[config.mk]
export PLATFORM = sky130hd
export DESIGN_NAME = jtframe_dwnld_pack
export DESIGN_NICKNAME = d
export VERILOG_FILES = /design/src/rtl/jtframe_dwnld_pack.sv
export SDC_FILE = /design/constraint.sdc
export NUM_CORES = 1
export LEC_CHECK = 0
export ABC_CLOCK_PERIOD_IN_PS = 16950
export BUFFER_PORTS_ARGS = -buffer_cell sky130_fd_sc_hd__buf_2
export CORE_MARGIN = 3
export CORE_UTILIZATION = 30
export CTS_CLUSTER_DIAMETER = 200
export DETAILED_ROUTE_END_ITERATION = 10
export SYNTH_ARGS = -nofsm -noshare
export SYNTH_HDL_FRONTEND = slang
export SYNTH_SLANG_ARGS = --single-unit
[constraint.sdc]
create_clock -name clk_rom -period 16.95 [get_ports clk_rom]
set_input_delay 0.8475 -clock clk_rom [delete_from_list [all_inputs] [get_ports clk_rom]]
set_output_delay 0.8475 -clock clk_rom [all_outputs]
set_load 0.05 [all_outputs]
[src/rtl/jtframe_dwnld_pack.sv]
// Packs the ioctl byte stream into masked DW-bit words behind a small FIFO.
// Optional byte checksum on csum when JTFRAME_DWNLD_CSUM_EN is defined.
module jtframe_dwnld_pack #(
    parameter int DW       = 16,
    parameter int AW       = 25,
    parameter int CHANNELS = 2,
    parameter int DEPTH    = 4
) (
    input  logic                         clk_rom,
    input  logic                         rst_n,
    input  logic                         downloading,
    input  logic [7:0]                   ioctl_index,
    input  logic [AW-1:0]                ioctl_addr,
    input  logic [7:0]                   ioctl_data,
    input  logic                         ioctl_wr,
    output logic [AW-$clog2(DW/8)-1:0]   prog_addr,
    output logic [DW-1:0]                prog_data,
    output logic [DW/8-1:0]              prog_mask,
    output logic [1:0]                   prog_ch,
    output logic                         prog_we,
    input  logic                         prog_rdy,
    output logic                         done,
    output logic                         overflow,
    output logic [15:0]                  csum
);
    localparam int NB  = DW / 8;
    localparam int LW  = $clog2(NB);
    localparam int LWX = (LW > 0) ? LW : 1;
    localparam int WAW = AW - LW;
    localparam int PW  = $clog2(DEPTH);
    localparam int WW  = 2 + NB + DW + WAW;

    typedef enum logic [1:0] {S_IDLE, S_FILL, S_FLUSH} state_t;

    state_t         state_q, state_d;
    logic [DW-1:0]  bdata_q, bdata_d;
    logic [NB-1:0]  bmask_q, bmask_d;
    logic [WAW-1:0] baddr_q, baddr_d;
    logic [1:0]     bch_q, bch_d;
    logic           dl_q;
    logic           armed_q, armed_d;
    logic           ovf_q, ovf_d;
    logic           rise;
    logic           accept;
    logic           push;
    logic [WW-1:0]  pword;

    logic [WAW-1:0] in_addr;
    logic [1:0]     in_ch;
    logic [LWX-1:0] lane;
    logic [NB-1:0]  lane_bit;

    logic [WW-1:0]  mem [DEPTH];
    logic [PW-1:0]  wr_q, wr_d, rd_q, rd_d;
    logic [PW:0]    cnt_q, cnt_d, total;
    logic           full, xfer, load, push_ok;
    logic           we_d;
    logic [WW-1:0]  oword_q, oword_d;

    always_comb begin
        in_addr  = ioctl_addr[AW-1:LW];
        lane     = (LW == 0) ? '0 : ioctl_addr[LWX-1:0];
        lane_bit = NB'(1) << lane;
        in_ch    = (ioctl_index >= 8'(CHANNELS-1)) ? 2'(CHANNELS-1)
                                                   : ioctl_index[1:0];
        rise     = downloading & ~dl_q;
        accept   = (state_q == S_FILL) & downloading & ioctl_wr;
    end

    always_comb begin
        state_d = state_q;
        bdata_d = bdata_q;
        bmask_d = bmask_q;
        baddr_d = baddr_q;
        bch_d   = bch_q;
        push    = 1'b0;
        pword   = {bch_q, bmask_q, bdata_q, baddr_q};
        unique case (state_q)
            S_IDLE: begin
                if (downloading) begin
                    state_d = S_FILL;
                    bdata_d = '0;
                    bmask_d = '0;
                end
            end
            S_FILL: begin
                if (!downloading) begin
                    state_d = (bmask_q != '0) ? S_FLUSH : S_IDLE;
                end else if (ioctl_wr) begin
                    // A byte for another word or channel retires the partial one
                    if (bmask_q != '0 &&
                        (in_addr != baddr_q || in_ch != bch_q)) begin
                        push    = 1'b1;
                        bdata_d = '0;
                        bmask_d = '0;
                    end
                    bdata_d[{lane, 3'b000} +: 8] = ioctl_data;
                    bmask_d = bmask_d | lane_bit;
                    baddr_d = in_addr;
                    bch_d   = in_ch;
                    if (&bmask_d) begin
                        push    = 1'b1;
                        pword   = {bch_d, bmask_d, bdata_d, baddr_d};
                        bdata_d = '0;
                        bmask_d = '0;
                    end
                end
            end
            S_FLUSH: begin
                push    = 1'b1;
                bdata_d = '0;
                bmask_d = '0;
                state_d = S_IDLE;
            end
            default: state_d = S_IDLE;
        endcase
    end

    // Occupancy counts the output register so DEPTH words fit in total
    always_comb begin
        total   = cnt_q + {{PW{1'b0}}, prog_we};
        full    = (total == (PW+1)'(DEPTH));
        xfer    = prog_we & prog_rdy;
        push_ok = push & (~full | xfer);
        load    = (cnt_q != '0) & (~prog_we | prog_rdy);
        cnt_d   = cnt_q + {{PW{1'b0}}, push_ok} - {{PW{1'b0}}, load};
        wr_d    = wr_q + PW'(push_ok);
        rd_d    = rd_q + PW'(load);
        we_d    = prog_we & ~prog_rdy;
        oword_d = oword_q;
        if (load) begin
            we_d    = 1'b1;
            oword_d = mem[rd_q];
        end
        ovf_d = rise ? 1'b0 : ovf_q;
        if (push & ~push_ok) ovf_d = 1'b1;
    end

    assign done = armed_q & ~downloading & (state_q == S_IDLE) &
                  (bmask_q == '0) & (cnt_q == '0) & ~prog_we;

    always_comb begin
        armed_d = armed_q;
        if (done) armed_d = 1'b0;
        if (rise) armed_d = 1'b1;
    end

    always_ff @(posedge clk_rom) begin
        if (push_ok) mem[wr_q] <= pword;
    end

    always_ff @(posedge clk_rom or negedge rst_n) begin
        if (!rst_n) begin
            state_q <= S_IDLE;
            bdata_q <= '0;
            bmask_q <= '0;
            baddr_q <= '0;
            bch_q   <= '0;
            dl_q    <= 1'b0;
            armed_q <= 1'b0;
            ovf_q   <= 1'b0;
            wr_q    <= '0;
            rd_q    <= '0;
            cnt_q   <= '0;
            prog_we <= 1'b0;
            oword_q <= '0;
        end else begin
            state_q <= state_d;
            bdata_q <= bdata_d;
            bmask_q <= bmask_d;
            baddr_q <= baddr_d;
            bch_q   <= bch_d;
            dl_q    <= downloading;
            armed_q <= armed_d;
            ovf_q   <= ovf_d;
            wr_q    <= wr_d;
            rd_q    <= rd_d;
            cnt_q   <= cnt_d;
            prog_we <= we_d;
            oword_q <= oword_d;
        end
    end

    assign prog_addr = oword_q[WAW-1:0];
    assign prog_data = oword_q[WAW +: DW];
    assign prog_mask = oword_q[WAW+DW +: NB];
    assign prog_ch   = oword_q[WW-1 -: 2];
    assign overflow  = ovf_q;

`ifdef JTFRAME_DWNLD_CSUM_EN
    logic [15:0] csum_q, csum_d;

    always_comb begin
        csum_d = rise ? 16'd0 : csum_q;
        if (accept) csum_d = csum_d + {8'd0, ioctl_data};
    end

    always_ff @(posedge clk_rom or negedge rst_n) begin
        if (!rst_n) csum_q <= '0;
        else        csum_q <= csum_d;
    end

    assign csum = csum_q;
`else
    logic unused_accept;
    assign unused_accept = accept;
    assign csum = '0;
`endif

endmodule

Yosys cells after proc, flatten, opt, wreduce, memory -nomap -nowiden
Memory sizes are Yosys's and may differ from the RTL's. A register that Yosys moved wholly into a read port is not among the register bits.
Index checks and enable logic that the tools add are counted.
- add/sub/neg operators: 6
- order comparisons: 1
- equal/unequal tests: 9
- shift-type cells: 3
- muxes and demuxes: 40
- bitwise operators: 20
- reduce and logical (&&, ||, !) cells: 15
- operator list (kind ; count):
    two-way mux 44 bit ; 4
    two-way mux 16 bit ; 8
    one-hot mux 16 bit (3 select lines) ; 1
    two-way mux 2 bit ; 12
    inequality test 24 bit ; 1
    bitwise mux 16 bit ; 1
    variable shift 8 x 6 -> 16 bit, first input constant ; 1
    indexed part select 8 x 6 -> 16 bit ; 1
    AND 1 bit ; 11
    two-way mux 1 bit ; 11
    >= comparator 8 x 1 -> 1 bit, second input constant ; 1
    inequality test 2 bit, second input constant ; 4
    adder 3 x 1 -> 3 bit ; 2
    negation 4 -> 6 bit ; 1
    inverter 1 bit ; 6
    one-hot mux 2 bit (3 select lines) ; 1
    nonzero test 2 bit ; 3
    nonzero test 3 bit ; 2
    adder 2 x 1 -> 2 bit ; 2
    zero test 2 bit ; 2
    one-hot mux 2 bit (2 select lines) ; 1
    AND reduction 2 bit ; 2
    AND reduction 4 bit ; 1
    == test 3 bit, second input constant ; 1
    other kinds (13) ; 14
- register bits: 57
- bits in writable memories: 176
- input bits: 46
- output and inout port bits: 63
- word-level logic and storage cells: 107
- memories: 1
- memory list (name ; depth ; bits a word ; rd ports ; clocked after Yosys merged registers in ; write ports ; RTL line ; source):
    mem ; 4 ; 44 ; 1 ; 1 ; 1 ; 53 ; logic [WW-1:0] mem [DEPTH];

Logic depth before layout (Yosys ltp)
Gate-level depths: netlist (run 1).
- depth in word-level cells: 19
- gate-level depth with buffers: 15
- gate-level depth less buffers: 14

Least setup slack after synthesis (run 1)
No wires, ideal clock.
- path type: input to register
- start: input ioctl_index[6]
- end: memory mem[0][0] (netlist bit) (enable)
- library setup time: 0.512 ns
- arrival time: 5.564 ns
- setup slack: 10.874 ns
- cell stages on the path: 5
- buffers on the path: 0
- cells stage by stage: or4_1 -> o21a_1 -> o2111ai_4 -> o21ai_0 -> a211oi_1
- cells in the longest elaborated chain, start to end: 18
- ends and longest elaborated chain (what ; RTL line ; source):
    start: declaration ; 12 ; input logic [7:0] ioctl_index,
    >= comparator 8 x 1 -> 1 bit * ; 64 ; in_ch = (ioctl_index >= 8'(CHANNELS-1)) ? 2'(CHANNELS-1)
    two-way mux 2 bit * ; 64 ;
    inequality test 2 bit * ; 92 ; (in_addr != baddr_q || in_ch != bch_q)) begin
    logical OR 1 bit * ; 92 ;
    logical AND 1 bit * ; 91 ; if (bmask_q != '0 &&
    two-way mux 2 bit ; 91 ;
    two-way mux 2 bit ; 89 ; end else if (ioctl_wr) begin
    two-way mux 2 bit ; 87 ; if (!downloading) begin
    [2 not listed] ; n/a ;
    AND reduction 2 bit ; 101 ; if (&bmask_d) begin
    two-way mux 1 bit * ; 101 ;
    two-way mux 1 bit * ; 89 ;
    two-way mux 1 bit * ; 87 ;
    one-hot mux 1 bit (2 select lines) * ; 78 ; unique case (state_q)
    AND 1 bit * ; 124 ; push_ok = push & (~full | xfer);
    two-way mux 1 bit * ; 149 ; if (push_ok) mem[wr_q] <= pword;
    two-way mux 1 bit (implied by the code) * ; 149 ;
    end: declaration ; 53 ;
Every way passes the cells marked *; elsewhere a longest branch is shown, timed or not. The select of a mux whose other input is x is not followed.

Final worst setup path (run 1)
- start: input ioctl_addr[2]
- end: register cnt_q[2]
- cells in the longest elaborated chain, start to end: 16
- ends and longest elaborated chain (what ; RTL line ; source):
    start: declaration ; 13 ; input logic [AW-1:0] ioctl_addr,
    inequality test 24 bit * ; 92 ;
    logical OR 1 bit * ; 92 ;
    logical AND 1 bit * ; 91 ;
    two-way mux 2 bit ; 91 ;
    two-way mux 2 bit ; 89 ;
    two-way mux 2 bit ; 87 ;
    two-way mux 2 bit ; 78 ;
    bitwise OR 2 bit ; 98 ; bmask_d = bmask_d | lane_bit;
    AND reduction 2 bit ; 101 ;
    two-way mux 1 bit * ; 101 ;
    two-way mux 1 bit * ; 89 ;
    two-way mux 1 bit * ; 87 ;
    one-hot mux 1 bit (2 select lines) * ; 78 ;
    AND 1 bit * ; 124 ;
    adder 3 x 1 -> 3 bit * ; 126 ; cnt_d = cnt_q + {{PW{1'b0}}, push_ok} - {{PW{1'b0}}, load};
    subtractor 3 x 1 -> 3 bit * ; 126 ;
    named net cnt_d[2] ; 55 ; logic [PW:0] cnt_q, cnt_d, total;
    end signal: assignment ; 178 ; cnt_q <= cnt_d;
    end: declaration ; 55 ;
Mark *: on every way through the listed nets, which the timed path passes. The rest lies on a longest branch. The select of a mux whose other input is x is not followed.
A chain may end at the register's enable or synchronous reset.

==> reports/results.ini, run 1 <==
[clocking]
cts_tree=built
ctsResizeCount=0
clk_pin_slew_ps=60
cts_buffers=27
htreeDepth=1
cts_buffer_depth=3
postCtsSetupBuffers=0
cts_root_buf=clkbuf_16
cts_hold_buf=0
clk_latency_ps=520
numClockSinks=277

[sta]
clock.fmax_mhz=248.0
skew_ps=13.59
finalSetupTns_ps=0
whs_ps=288.9
tightestPinTransition_ps=996.2
period_share_pct=23.79
hold_viol_final=0
fin_crit_ps=4033
relSlewSlack_pct=32.98
setup_viol=0
setup_ws_ps=12920
rsz0062_at_grt=no
slew_viol_final=0

[floorplan]
core_sq_mm=0.03696
initial_core_util_pct=30.72
io_pins=109
die_w_um=200.5
die_height_um=200.5
rows=70
die_area_sq_mm=0.04022

[placed_design]
dpl_worst_slack_ps=12340
dpl.cell_count=1214
gp_congestion=0.7348
dp_hpwl_um=15260
port-buffer-count=92

[global_routing]
grt_pass1_wl_um=37670
grt_pass1_vias=6120
grt.total_usage_pct=11.84
grt_max_degree=67
antenna_found_initial=5
overflow=0

[finish]
nNetsFinal=795
layout_commonest_cell=edfxtp_1
antennaDiodeCount=0
syn2layout_area_growth_pct=17.52
n_fill_cell=3527
layout.cells.non_filler=1264
layout_common_cells=edfxtp_1 (176), dfrtp_1 (99), buf_2 (91), mux2_2 (83), mux4_2 (44)
drive_gt1_share_pct=38.29
fin_util_pct=36.10

[power_and_ir_drop]
powerDensity_mw_per_mm2=183.6
p_int_mw=1.608
peakVddDrop_v=0.00008639
combinationalPowerShare_pct=31.2
p_switching_mw=0.8424
leakagePower_nw=4.974
pwr-share-clk_pct=27.1
swShare_pct=34.38
share_seq_of_total_power_pct=41.7

[logic_synthesis]
yosysTopAreaCell=edfxtp_1
synthCells=656
ys_ff_latch=277
synthArstFlopShare_pct=36.46
synth_cell_types=47
ys_top_cells_by_area=edfxtp_1 (47%), dfrtp_1 (22%), mux4_2 (8.7%), mux2_2 (8.2%), xor2_1 (2.0%)
synth_top_area_share_pct=46.55
yosysWarnings=0
synth_flop_cell=edfxtp_1
synth_edf_count=176
syn_avg_cell_area_sq_um=17.31
netlist_area_sq_mm=0.01135
ys_seq_area_share_pct=68.80

[worst_setup_path]
crit_fanout=6
path_delay_family=simple AND/OR/NAND/NOR gates
worstPathArrival_ps=4470
crit_buf_inv=3
cp-start-kind=input port
cp_slowest_cell=nor4_1
max_stage_delay_ps=840
path_cells=buf_2 -> xor2_1 -> nor4_1 -> o2111a_1 -> nand4b_1 -> and2_2 -> ha_1 -> inv_1 -> ha_1 -> inv_1 -> fa_1 -> xnor2_1 -> xnor2_1
setup.worst_path.class=input port to register
required_ps=17390
worstSetupEndpointType=register

[min_path]
hp-class=input port to asynchronous set/reset pin

[routing]
wl_per_cell_um=18.97
drt_iter0_drc=316
num_vias=5808
drtPass1Iterations=5
postRouteAntennaNets=0
routed_wl_um=23970
drc=0
vias_per_cell=4.595

[outcome]
status=finished clean

[job]
maxCapViolCount=0

final timing paths:
path / to / slack [ps] / cells after the start / start
worst min-delay path: oword_q[37] / 290 / 1 / rst_n
max in group asynchronous: rd_q[0] / 15300 / 2 / rst_n
worst min register to register: oword_q[40] / 500 / 1 / oword_q[40]
worst max-delay path: cnt_q[2] / 12920 / 13 / ioctl_addr[2]
min in group clk_rom: oword_q[40] / 500 / 1 / oword_q[40]
worst max register to register: cnt_q[2] / 12920 / 12 / baddr_q[1]
worst reg2reg max path: stages, from the launching register on:
cell,delay [ps]
dfrtp_1,430
xor2_1,220
nor4_1,840
o2111a_1,370
nand4b_1,490
and2_2,430
ha_1,260
inv_1,60
ha_1,130
inv_1,40
fa_1,370
xnor2_1,180
xnor2_1,140
kinds of logic after synthesis:
logic type / count (synthesis) / share of synthesized area (%)
flip-flops: 277 / 68.80
multiplexers: 131 / 17.32
buffers and inverters: 84 / 3.339
AND/OR/NAND/NOR: 79 / 3.813
AO/OA/AOI/OAI: 45 / 3.284
XOR/XNOR: 29 / 2.237
adder cells (fa/ha/maj): 10 / 1.168
other: 1 / 0.03303
cells in the mapped netlist, types with 2 or more instances:
library cell  number
nor3_1             3
mux2i_1            3
inv_1             20
o21ai_0           12
xor2_1            26
and4_1             2
mux2_2            83
buf_1              2
mux4_2            44
nor3_4             3
nor4_1             5
ha_1               9
nand2_1           29
nor2_1             5
o31ai_4            2
nand2b_1           3
xnor2_1            3
o21a_1             2
edfxtp_1         176
buf_4             16
buf_2              3
o221ai_1          16
a21oi_1            5
nand4_1            2
clkbuf_1          43
nand3_1           18
dfrtp_1          101
registers in the layout (all words and copies together), names as in the netlist:
register  count
bmask_q       2
bdata_q      16
armed_q       1
baddr_q      24
bch_q         2
state_q       2
wr_q          2
rd_q          2
oword_q      44
cnt_q         3
prog_we       1
dl_q          1
mem         176
overflow      1
metrics by stage:
stage / cell area (sq um) / total power [mW]
floorplan: 11410 / 1.608
global placement: 12340 / 1.801
detailed placement: 12340 / 1.818
CTS: 13340 / 2.487
global route: 13340 / 2.578
finish: 13340 / 2.450
routing by layer:
metal / vias up / track usage [%] / wire [um] / share of wire [%]
met1: 3005 / 16.07 / 10540 / 44
met3: 30 / 2.189 / 1078 / 4.5
met5: - / 0 / 61 / 0.25
li1: 2634 / - / - / -
met2: 131 / 20.07 / 11990 / 50
met4: 8 / 2.309 / 306 / 1.3
power by group through the flow:
| stage | sequential, mW | combinational, mW | clock (mW) |
|---|---|---|---|
| detailed placement | 1.04 | 0.777 | 0 |
| floorplan | 1.18 | 0.431 | 0 |
| global placement | 1.03 | 0.767 | 0 |
| CTS | 1.03 | 0.779 | 0.681 |
| global route | 1.05 | 0.823 | 0.708 |
| finish | 1.02 | 0.764 | 0.665 |
area by class of cell:
cell class              instances  area [sq um]  area share (%)
clock inverters                17         272.8           2.044
well taps                     504         630.6           4.726
clock buffers                  33         728.2           5.457
flip-flops and latches        277          7815           58.57
inverters                      20         75.07          0.5626
multi-input cells             310          3277           24.56
repair buffers                103         545.5           4.088
(Power assumes the default switching activity.)
==> run 2: changes to the inputs <==
Settings changed: ABC_CLOCK_PERIOD_IN_PS 16950 to 3900.
Clock period 16.95 ns to 3.9 ns, I/O delays scaled along.
==> reports/results.ini, run 2 (synthesis gave the netlist of run 1 again) <==
[global_routing]
overflow=0  ; unchanged
grt_max_degree=80  ; +19%
grt_pass1_vias=6213  ; +1.5%
grt.total_usage_pct=11.86  ; +0.026 points
grt_pass1_wl_um=37720  ; +0.13%
antenna_found_initial=2  ; -3

[outcome]
status=finished clean

[worst_setup_path]
path_cells=xor2_1 -> nor4_1 -> and4_1 -> nand4b_1 -> and2_2 -> ha_1 -> inv_1 -> ha_1 -> inv_1 -> fa_1 -> xnor2_1 -> xnor2_1
path_delay_family=simple AND/OR/NAND/NOR gates
worstPathArrival_ps=3750  ; -720 ps
crit_fanout=6  ; unchanged
crit_buf_inv=2  ; -1
setup.worst_path.class=register to register
required_ps=4330  ; -13060 ps
cp-start-kind=register
cp_slowest_cell=nor4_1
worstSetupEndpointType=register
max_stage_delay_ps=710  ; -130 ps

[finish]
antennaDiodeCount=0  ; unchanged
fin_util_pct=36.78  ; +0.67 points
regMostFlops=mem
drive_gt1_share_pct=36.16  ; -2.1 points
layout_commonest_cell=edfxtp_1
syn2layout_area_growth_pct=19.71
nNetsFinal=827  ; +4.0%
layout_common_cells=edfxtp_1 (176), dfrtp_1 (99), buf_2 (91), mux2_2 (83), mux4_2 (44)
largestRegisters=mem: 176 flops, oword_q: 44 flops, baddr_q: 24 flops
largest_reg_flops=176  ; unchanged

[placed_design]
port-buffer-count=92  ; unchanged
dp_hpwl_um=15310  ; +0.37%
gp_congestion=0.7566  ; +3.0%

[floorplan]
initial_core_util_pct=30.72  ; unchanged
io_pins=109  ; unchanged
core_sq_mm=0.03696  ; unchanged
die_w_um=200.5  ; unchanged
die_area_sq_mm=0.04022  ; unchanged
rows=70  ; unchanged
die_height_um=200.5  ; unchanged

[min_path]
hp-class=input port to register

[sta]
tightestPinTransition_ps=1132  ; +135.5 ps
hold_viol_final=0  ; unchanged
period_share_pct=85.09
fin_crit_ps=3319
clock.fmax_mhz=301.3
setup_viol=0  ; unchanged
whs_ps=24.35  ; -264.6 ps
rsz0062_at_grt=no
slew_viol_final=0  ; unchanged
relSlewSlack_pct=24.55  ; -8.4 points
skew_ps=12.43  ; -1.160 ps

[routing]
drc=0  ; unchanged
num_vias=5854  ; +0.79%
postRouteAntennaNets=0  ; unchanged
drt_iter0_drc=280  ; -11%
vias_per_cell=4.520  ; -1.6%
drtPass1Iterations=4  ; -1
wl_per_cell_um=18.52  ; -2.4%
routed_wl_um=23980  ; about the same

[power_and_ir_drop]
powerDensity_mw_per_mm2=766.3  ; +320%
peakVddDrop_v=0.0003104  ; +260%
total_power_mw=10.42  ; +330%
leakagePower_nw=5.054  ; +1.6%

[clocking]
clk_pin_slew_ps=60  ; about the same
ctsResizeCount=0  ; unchanged
cts_root_buf=clkbuf_16
clk_latency_ps=520  ; about the same
numClockSinks=277  ; unchanged
cts_tree=built
cts_buffer_depth=3  ; unchanged
cts_buffers=27  ; unchanged
htreeDepth=1  ; unchanged

[job]
maxCapViolCount=0  ; unchanged

run 2: changes by cell type in the layout (fill, tap and decap cells not counted):
cell / delta
clkinvlp_4: +1
buf_12: +5
clkbuf_1: +3
inv_8: -1
dlygate4sd3_1: +27
bufinv_16: -3
clkinv_2: -4
clkinv_1: +6
clkbuf_8: -3
run 2: worst min-delay path, stage by stage:
cell	delay [ps]
buf_2	120
inv_1	70
o221ai_1	100
run 2: through the flow:
| stage | instance area, sq um | setup slack, ps | setup TNS, ps | instances |
|---|---|---|---|---|
| after floorplan | 11420 | -420.3 | -59650 | 671 |
| after global placement | 12440 | 594.4 | 0 | 1219 |
| after detailed placement | 12440 | 509.7 | 0 | 1219 |
| after CTS | 13590 | 474.6 | 0 | 1295 |
| after global routing | 13590 | 335.1 | 0 | 1295 |
| final | 13590 | 581.4 | 0 | 1295 |
run 2: worst paths after layout:
kind,from,to,slack [ps],cells after the start
worst max-delay path,baddr_q[13],cnt_q[2],580,12
min in group asynchronous,rst_n,oword_q[30],430,2
worst min register to register,oword_q[7],oword_q[7],500,1
worst min-delay path,ioctl_data[6],bdata_q[14],20,3
worst max register to register,baddr_q[13],cnt_q[2],580,12
max in group asynchronous,rst_n,baddr_q[9],2460,3
run 2: per-layer routing:
layer	GRT usage (%)	vias up	routed length, um
met5	0	-	21
met4	3.087	4	401
met3	2.076	29	1236
met2	20.13	114	12000
met1	15.85	3015	10320
li1	-	2692	-
run 2: timing repair:
item                       4_1_cts  5_1_grt
setup endpoints to repair        0        0
hold endpoints to repair       104        0
setup buffers                    0        0
hold buffers                    27        0
run 2: power breakdown:
group | internal, mW | switching, mW
clock network | 1.54 | 1.07
logic | 1.31 | 2.02
registers | 3.92 | 0.564
run 2: layout make-up:
cell class / instances / area [sq um]
Fill cell: 3493 / 23370
Sequential cell: 277 / 7815
Multi-Input combinational cell: 310 / 3277
Timing Repair Buffer: 135 / 915.9
Clock buffer: 33 / 698.2
Tap cell: 504 / 630.6
Clock inverter: 16 / 181.4
Inverter: 20 / 75.07
==> run 3: changes to the inputs <==
Settings changed: BUFFER_PORTS_ARGS -buffer_cell sky130_fd_sc_hd__buf_2 to -buffer_cell sky130_fd_sc_hd__buf_4, CTS_BUF_LIST set to sky130_fd_sc_hd__clkbuf_8.
==> reports/results.ini, run 3 (synthesis gave the netlist of run 1 again) <==
[outcome]
status=finished clean

[power_and_ir_drop]
share_seq_of_total_power_pct=43.6  ; +0.5 points
pwr-share-clk_pct=22.6  ; -2.4 points
powerDensity_mw_per_mm2=741.7  ; -3.2%
peakVddDrop_v=0.0002710  ; -13%
leakagePower_nw=5.245  ; +3.8%
p_switching_mw=3.676  ; +0.84%
combinationalPowerShare_pct=33.8  ; +1.9 points
swShare_pct=35.68  ; +0.69 points
p_int_mw=6.626  ; -2.1%

[worst_setup_path]
cp-start-kind=register
worstPathArrival_ps=3890  ; +140 ps
required_ps=4390  ; +60 ps
setup.worst_path.class=register to register
worstSetupEndpointType=register
crit_fanout=6  ; unchanged

[job]
maxCapViolCount=0  ; unchanged

[sta]
setup_ws_ps=499.5  ; -81.90 ps
finalSetupTns_ps=0  ; unchanged
hold_viol_final=0  ; unchanged
relSlewSlack_pct=38.95  ; +14 points
slew_viol_final=0  ; unchanged
clock.fmax_mhz=294.1  ; -2.4%
tightestPinTransition_ps=907.4  ; -224.3 ps
setup_viol=0  ; unchanged
period_share_pct=87.19  ; +2.1 points
skew_ps=23.87  ; +11.44 ps
rsz0062_at_grt=no
fin_crit_ps=3401  ; +81.90 ps

[global_routing]
grt_pass1_vias=6379  ; +2.7%
grt.total_usage_pct=12.08  ; +0.21 points
grt_pass1_wl_um=37970  ; +0.68%
grt_max_degree=55  ; -31%
antenna_found_initial=0  ; -2
overflow=0  ; unchanged

[clocking]
htreeDepth=2  ; +1
cts_buffer_depth=3  ; unchanged
clk_latency_ps=570  ; +50 ps
cts_root_buf=clkbuf_8
numClockSinks=277  ; unchanged
cts_buffers=43  ; +59%
clk_pin_slew_ps=70  ; about the same
cts_tree=built
ctsResizeCount=0  ; unchanged

[finish]
syn2layout_area_growth_pct=22.33
layout_commonest_cell=edfxtp_1
nNetsFinal=855  ; +3.4%
regMostFlops=mem
n_fill_cell=3489  ; -0.11%
largest_reg_flops=176  ; unchanged
antennaDiodeCount=0  ; unchanged
largestRegisters=mem: 176 flops, oword_q: 44 flops, baddr_q: 24 flops
layout_common_cells=edfxtp_1 (176), buf_4 (107), dfrtp_1 (99), mux2_2 (83), clkbuf_8 (49)
drive_gt1_share_pct=37.53  ; +1.4 points
fin_util_pct=37.58  ; +0.80 points

[floorplan]
core_sq_mm=0.03696  ; unchanged
die_w_um=200.5  ; unchanged
die_area_sq_mm=0.04022  ; unchanged
initial_core_util_pct=30.72  ; unchanged
die_height_um=200.5  ; unchanged
io_pins=109  ; unchanged
rows=70  ; unchanged

[routing]
drc=0  ; unchanged
routed_wl_um=24080  ; +0.40%
drtPass1Iterations=4  ; unchanged
wl_per_cell_um=17.99  ; -2.8%
num_vias=6011  ; +2.7%
vias_per_cell=4.493  ; -0.62%
postRouteAntennaNets=0  ; unchanged
drt_iter0_drc=326  ; +16%

[placed_design]
port-buffer-count=92  ; unchanged
dpl_worst_slack_ps=418.1  ; -91.61 ps
gp_congestion=0.7500  ; -0.87%
dp_hpwl_um=15420  ; +0.67%

[min_path]
hp-class=input port to register

run 3: area by class of cell:
cell class	instances	area, sq um	share of cell area, %
Timing Repair Buffer	147	1254	9.026
Tap cell	504	630.6	4.540
Inverter	20	75.07	0.5405
Clock inverter	31	163.9	1.180
Sequential cell	277	7815	56.27
Clock buffer	49	674.4	4.855
Multi-Input combinational cell	310	3277	23.59
run 3: layer usage:
metal / GRT usage [%] / share of wire, % / up-vias
met3: 3.130 / 5.1 / 39
met4: 4.166 / 2.2 / 0
met5: 0 / 0 / -
li1: - / - / 2761
met1: 15.37 / 43 / 3080
met2: 20.12 / 50 / 131
run 3: timing repair:
item	in CTS	in global routing
hold buffers	35	0
hold endpoints to repair	109	0
setup buffers	0	0
run 3: critical path, stage by stage (launching register included):
cell and delay, ps:
dfrtp_1 430, xor2_1 160, nor4_1 800, and4_1 380, nand4b_1 130, and2_2 220
ha_1 260, inv_1 60, ha_1 130, inv_1 50, fa_1 370, xnor2_1 180
xnor2_1 130
run 3: per-stage QoR:
step / power (mW) / hold slack (ps) / cells / area [sq um]
after CTS: 10.49 / 23.45 / 1338 / 13890
after floorplan: 6.989 / -100.6 / 671 / 11420
after detailed placement: 8.098 / 318.6 / 1223 / 12700
after global routing: 10.90 / 84.81 / 1338 / 13890
final: 10.30 / 45.81 / 1338 / 13890
after global placement: 8.028 / 324.1 / 1223 / 12700
run 3: path summary, 6_finish.rpt:
| path | end | slack, ps | cells past startpoint | startpoint |
|---|---|---|---|---|
| hold reg to reg | oword_q[18] | 510 | 1 | oword_q[18] |
| setup reg to reg | cnt_q[2] | 500 | 12 | baddr_q[12] |
| max in group asynchronous | bdata_q[13] | 2700 | 3 | rst_n |
| hold / removal | bch_q[0] | 50 | 4 | ioctl_index[1] |
| min in group asynchronous | oword_q[37] | 240 | 2 | rst_n |
| setup / recovery | cnt_q[2] | 500 | 12 | baddr_q[12] |
run 3: power by group through the flow:
| stage | registers, mW | clock network (mW) | logic (mW) |
|---|---|---|---|
| finish | 4.49 | 2.33 | 3.49 |
| global route | 4.60 | 2.55 | 3.75 |
| CTS | 4.52 | 2.41 | 3.56 |
| detailed placement | 4.57 | 0 | 3.52 |
| global placement | 4.54 | 0 | 3.49 |
| floorplan | 5.11 | 0 | 1.87 |
